$ cat src/rtl/imem_loader.sv
// imem_loader: receives a framed program image over a byte stream, loads a
// 256x16 instruction RAM, verifies the data checksum and then starts the CPU.
// The CPU read port returns zero whenever the CPU is not enabled.
module imem_loader #(
    parameter int unsigned TIMEOUT = 50000
) (
    input  logic        clock,
    input  logic        reset,
    input  logic        rx_valid,
    input  logic [7:0]  rx_data,
    input  logic [7:0]  i_addr,
    output logic [15:0] i_datain,
    output logic        cpu_enable,
    output logic        cpu_start,
    output logic        busy,
    output logic        load_error,
    output logic [1:0]  err_code,
    output logic [8:0]  words_loaded
);

    localparam int unsigned TW = $clog2(TIMEOUT + 1);

    localparam logic [2:0] S_IDLE    = 3'd0;
    localparam logic [2:0] S_COUNT   = 3'd1;
    localparam logic [2:0] S_DATA_HI = 3'd2;
    localparam logic [2:0] S_DATA_LO = 3'd3;
    localparam logic [2:0] S_CHECK   = 3'd4;
    localparam logic [2:0] S_START   = 3'd5;
    localparam logic [2:0] S_RUN     = 3'd6;
    localparam logic [2:0] S_ERR     = 3'd7;

    logic [2:0]    r_state;
    logic [2:0]    w_next;
    logic [15:0]   r_mem [256];
    logic [7:0]    r_addr;
    logic [7:0]    r_hi;
    logic [7:0]    r_sum;
    logic [8:0]    r_remaining;
    logic [8:0]    r_words;
    logic [TW-1:0] r_idle;
    logic          r_cpu_enable;
    logic          r_cpu_start;
    logic          r_busy;
    logic          r_load_error;
    logic [1:0]    r_err_code;
    logic          w_hdr;
    logic          w_busy_now;
    logic          w_timeout;
    logic          w_enter_count;

    assign w_hdr         = rx_valid && (rx_data == 8'hA5);
    assign w_busy_now    = (r_state == S_COUNT) || (r_state == S_DATA_HI) ||
                           (r_state == S_DATA_LO) || (r_state == S_CHECK);
    assign w_timeout     = w_busy_now && !rx_valid && (r_idle == TW'(TIMEOUT - 1));
    assign w_enter_count = (w_next == S_COUNT) && (r_state != S_COUNT);

    // State register
    always_ff @(posedge clock or posedge reset) begin
        if (reset) r_state <= S_IDLE;
        else       r_state <= w_next;
    end

    // Next-state logic; a stalled frame is aborted regardless of phase
    always_comb begin
        w_next = r_state;
        case (r_state)
            S_IDLE:    if (w_hdr) w_next = S_COUNT;
            S_COUNT:   if (rx_valid) w_next = S_DATA_HI;
            S_DATA_HI: if (rx_valid) w_next = S_DATA_LO;
            S_DATA_LO: if (rx_valid) w_next = (r_remaining == 9'd1) ? S_CHECK : S_DATA_HI;
            S_CHECK:   if (rx_valid) w_next = (rx_data == r_sum) ? S_START : S_ERR;
            S_START:   w_next = S_RUN;
            S_RUN:     if (w_hdr) w_next = S_COUNT;
            S_ERR:     if (w_hdr) w_next = S_COUNT;
            default:   w_next = S_IDLE;
        endcase
        if (w_timeout) w_next = S_ERR;
    end

    // Control/datapath registers; status outputs decoded from the next state
    always_ff @(posedge clock or posedge reset) begin
        if (reset) begin
            r_addr       <= 8'd0;
            r_hi         <= 8'd0;
            r_sum        <= 8'd0;
            r_remaining  <= 9'd0;
            r_words      <= 9'd0;
            r_idle       <= '0;
            r_cpu_enable <= 1'b0;
            r_cpu_start  <= 1'b0;
            r_busy       <= 1'b0;
            r_load_error <= 1'b0;
            r_err_code   <= 2'b00;
        end else begin
            r_cpu_start  <= (w_next == S_START);
            r_cpu_enable <= (w_next == S_START) || (w_next == S_RUN);
            r_busy       <= (w_next == S_COUNT) || (w_next == S_DATA_HI) ||
                            (w_next == S_DATA_LO) || (w_next == S_CHECK);
            r_load_error <= (w_next == S_ERR);

            if (rx_valid || !w_busy_now) r_idle <= '0;
            else                         r_idle <= r_idle + TW'(1);

            if (w_enter_count) begin
                r_addr     <= 8'd0;
                r_sum      <= 8'd0;
                r_words    <= 9'd0;
                r_err_code <= 2'b00;
            end

            if (rx_valid) begin
                case (r_state)
                    S_COUNT: r_remaining <= (rx_data == 8'd0) ? 9'd256 : {1'b0, rx_data};
                    S_DATA_HI: begin
                        r_hi  <= rx_data;
                        r_sum <= r_sum + rx_data;
                    end
                    S_DATA_LO: begin
                        r_addr      <= r_addr + 8'd1;
                        r_words     <= r_words + 9'd1;
                        r_remaining <= r_remaining - 9'd1;
                        r_sum       <= r_sum + rx_data;
                    end
                    S_CHECK: if (rx_data != r_sum) r_err_code <= 2'b01;
                    default: ;
                endcase
            end

            if (w_timeout) r_err_code <= 2'b10;
        end
    end

    // Instruction RAM write on acceptance of each low byte (contents not reset)
    always_ff @(posedge clock) begin
        if ((r_state == S_DATA_LO) && rx_valid) r_mem[r_addr] <= {r_hi, rx_data};
    end

    assign i_datain     = r_cpu_enable ? r_mem[i_addr] : 16'h0000;
    assign cpu_enable   = r_cpu_enable;
    assign cpu_start    = r_cpu_start;
    assign busy         = r_busy;
    assign load_error   = r_load_error;
    assign err_code     = r_err_code;
    assign words_loaded = r_words;

endmodule
$ cat config.mk
export PLATFORM = sky130hd
export DESIGN_NAME = imem_loader
export DESIGN_NICKNAME = d
export VERILOG_FILES = /design/src/rtl/imem_loader.sv
export SDC_FILE = /design/constraint.sdc
export NUM_CORES = 2
export LEC_CHECK = 0
export ABC_AREA = 0
export BUFFER_PORTS_ARGS = -buffer_cell sky130_fd_sc_hd__buf_2
export CAP_MARGIN = 20
export CORE_MARGIN = 4
export CORE_UTILIZATION = 26
export CTS_CLUSTER_SIZE = 28
export DETAILED_ROUTE_END_ITERATION = 12
export GPL_TIMING_DRIVEN = 0
export SYNTH_ARGS = -nofsm -noshare
export SYNTH_HDL_FRONTEND = slang
export SYNTH_SLANG_ARGS = --single-unit
$ cat constraint.sdc
create_clock -name clock -period 4.97 [get_ports clock]
set_clock_uncertainty 0.2 [all_clocks]
set_input_delay 0.2485 -clock clock [delete_from_list [all_inputs] [get_ports clock]]
set_output_delay 0.2485 -clock clock [all_outputs]
set_load 0.05 [all_outputs]
==> summary.md <==
| Metric | Value |
|---|---|
| Max_slew headroom | 15.7% |
| Max Slew Vio Count | 0 |
| CP endpoint kind | primary output |
| Hold path depth | 2 |
| Die W | 789 µm |
| Vias in the first global route | 82,100 |
| CP startpoint | i_addr[6] |
| Largest net degree at the start of global routing | 137 |
| CTS max path bufs | 4 |
| Final WL | 524 mm |
| CTS Buf Count | 413 |
| Vias | 83,700 |
| Initial Util | 26.1% |
| CP Launch Type | input pin |
| Area Overhead vs Synth | 20.1% |
| Synth Net Count | 7,195 |
| CP max FO | 10 |
| Final hold vios | 0 |
| Routed length per instance | 32.0 µm |
| Io pins | 50 |
| FF-to-FF Start | r_state[2] |
| DRC Markers | 0 |
| Skew-Pair Late Insertion Delay | 0.95 ns |
| Drt pass-1 iters | 6 |
| Violated checks | setup timing |
| PD cells | 429 nW/µm² |
| Sum Neg Setup Slack | -1.02 ns |
| Worst path buffer plus inverter count | 8 |
| Part of the cycle the worst path needs | 104% |
| CTS tree | done |
| Seq cells post-synth | 4,163 |
| Ys flop type | edfxtp_1 |
| Placed wire-length estimate | 371 mm |
| Pre-CTS setup slack | -1.64 ns |
| Worst hold endpoint | r_mem[65][3] |
| Reg-to-Reg End | r_mem[215][7] |
| Asr flop ratio synth | 1.61% |
| Clock Sinks | 4,163 |
| Synth unique cells | 67 |
| Worst setup margin | -0.189 ns |
| Post-route minimum period | 5.16 ns |
| Switching Power | 0.0205 W |
| Measured slew at the worst slew-check pin | 1.26 ns |
| VDD IR max | 0.317 mV |
| Crit path arrival time | 4.71 ns |
| Ys Warns | 0 |
| Fin util | 31.4% |
| Drt initial violations | 13,400 |
| Die Y-Extent | 789 µm |
| Hold_sp | rx_data[3] |
| Total track usage | 16.2% |
| Total congestion overflow | 0 |
| Synth Cell Area | 159,000 µm² |
| Drt via density | 5.11 |
| H-tree Lvls | 5 |
| First-pass GRT wire length | 702 mm |
| Fmax | 0.194 GHz |
| Final Power | 0.0817 W |
| Post-route cell area | 190,000 µm² |
| CP required | 4.52 ns |
| Core area | 607,000 µm² |
| LEAKAGE | 57.9 nW |
| Switching Share | 25.1% |
| Avg Cell Area, Syn | 22.1 µm² |
| Max-cap viol count | 0 |
| Area after DPL | 175,000 µm² |
| Final Wtd Congestion | 0.945 |
| Post-synthesis sequential area ratio | 78.6% |
| Initial antenna violation count | 56 |
| Setup violations, final | 12 |
| Seq pwr share | 51.2% |
| R2R setup slack | 0.15 ns |
| Port Buffers | 47 |
| Worst hold path type | in -> reg |
| Combinational cell fraction of total power | 10.2% |
| Fin nets | 7,982 |
| Outcome | complete, but fails checks |
| Critical path class | in -> out |
| Clock transition at path regs | 0.06 ns |
| CP peak stage delay | 0.58 ns |
| CTS root buf | clkbuf_16 |
| Power share of the clock group | 38.6% |
| Worst-path cell chain | buf_2 -> buf_2 -> or4_1 -> buf_2 -> buf_4 -> clkbuf_1 -> buf_8 -> o22ai_2 -> nor4_1 -> buf_2 -> nand3_1 -> nand3b_1 -> buf_4 |
| Number of synthesized flops with an enable pin | 4,096 |
| Post-detailed-route count of antenna-violating nets | 0 |
| Die Footprint | 623,000 µm² |
| Share of cells above drive strength 1 | 32.1% |
| Internal power | 0.0612 W |
| Std-Cell Rows | 286 |
| CP delay by family, top | buffers and inverters |
| Reg2Reg Depth | 6 |
| Gate Count Post-Synth | 7,160 |
| Master of the slowest instance on the critical path | nand3b_1 |
| Cell mode on critical path | buf_2 |
## final cells by class
type | count | area, µm²
Clock buffer | 481 | 10700
Antenna cell | 28 | 70.1
Multi-Input combinational cell | 2576 | 33500
Sequential cell | 4163 | 125000
Fill cell | 57100 | 417000
Timing Repair Buffer | 381 | 6210
Tap cell | 8064 | 10100
Clock inverter | 271 | 2910
Buffer | 392 | 2200
Inverter | 20 | 77.6
## registers in the layout, summed over array words and instances (netlist names), 2 cells and up
register	count
r_remaining	9
r_mem	4096
words_loaded	9
r_state	3
r_hi	8
err_code	2
r_sum	8
r_addr	8
r_idle	16
## cell usage after synthesis, types with 15 or more instances
library cell / n / area [µm²]
inv_1: 20 / 75.1
nor3_1: 30 / 150
nand3_1: 58 / 290
nor4_1: 51 / 319
clkbuf_1: 207 / 777
nor2b_1: 15 / 93.8
buf_4: 52 / 390
buf_2: 112 / 561
o221ai_1: 46 / 403
a21oi_1: 35 / 175
mux2i_1: 98 / 981
a22oi_1: 18 / 135
mux4_2: 992 / 22300
o21ai_0: 105 / 526
dfrtp_1: 67 / 1680
nand2_1: 118 / 443
mux2_2: 56 / 631
a211oi_1: 32 / 240
or4_1: 34 / 255
nand3b_1: 18 / 135
edfxtp_1: 4096 / 123000
o22ai_1: 328 / 2050
buf_1: 27 / 101
nand4_1: 36 / 225
ha_1: 15 / 188
nor2_1: 369 / 1390
## how the worst max path moves through the flow
| stage | endpoint | slack [ns] | cells past startpoint |
|---|---|---|---|
| 2_1_floorplan | r_mem[0][10] | 0.79 | 0 |
| 3_3_place_gp | r_mem[202][10] | -4.00 | 0 |
| 3_5_place_dp | i_datain[13] | -1.64 | 10 |
| 4_1_cts | i_datain[13] | -0.0007 | 13 |
| 5_1_grt | i_datain[10] | -0.04 | 13 |
| 6_report | i_datain[12] | -0.19 | 13 |
## cells in the final DEF (no fill, tap or decap), types with 34 or more instances in the layout
master	n
clkbuf_16	416
o21ai_0	105
clkbuf_2	65
o221ai_1	37
mux2i_1	73
or4_1	34
buf_16	95
clkinv_2	70
nand4_1	36
clkinv_1	101
o22ai_1	309
buf_4	74
nor2_1	115
buf_6	50
buf_8	181
bufinv_16	48
nor2_2	236
clkbuf_1	189
buf_2	127
mux2_2	56
nand3_1	48
dfrtp_1	58
edfxtp_1	4096
nand2_1	116
mux4_2	992
## power groups by stage
stage | Sequential [W] | Clock (W) | Combinational, W
finish | 0.0419 | 0.0315 | 0.00830
global route | 0.0419 | 0.0333 | 0.00852
CTS | 0.0418 | 0.0318 | 0.00813
detailed placement | 0.0426 | 0 | 0.00804
global placement | 0.0445 | 0 | 0.00475
floorplan | 0.0438 | 0 | 0.00234
## timing repair
item	in CTS	in global routing
endpoints found under the hold margin	1427	0
setup endpoints to repair	284	225
hold buffers	14	0
gates resized for setup	244	82
setup buffers	3	0
pin swaps	14	10
## stage by stage
stage                     std cells  hold WS, ns
after floorplan                7160        0.147
after global placement        15300        0.249
after detailed placement      15600      -0.0450
after CTS                     16300      0.00456
after global routing          16400       0.0434
final                         16400       0.0541
## layer usage
metal  GRT usage (%)  vias up  share of wire (%)
li1                -    32100                  -
met2            25.2     5724                 46
met1            20.1    44800                 35
met5               0        -              0.031
met4            8.98       24                6.5
met3            5.17     1076                 12
## worst reg2reg max path, stage by stage (launching register included)
cell      delay [ns]
dfrtp_1         0.42
clkbuf_1        0.23
nand3b_1        0.39
nor2_2          0.60
clkbuf_1        0.51
nand3_1         0.94
nor2_2          1.13
## logic make-up after synthesis
kind of cell | Yosys count | share of synthesized area [%]
xor+xnor | 19 | 0.105
simple gates | 787 | 2.37
buf+inv | 421 | 1.22
flops | 4163 | 78.6
mux | 1146 | 15.1
fa+ha+maj | 16 | 0.131
compound gates | 608 | 2.45
Note: power is estimated with default switching activity, not from simulation.
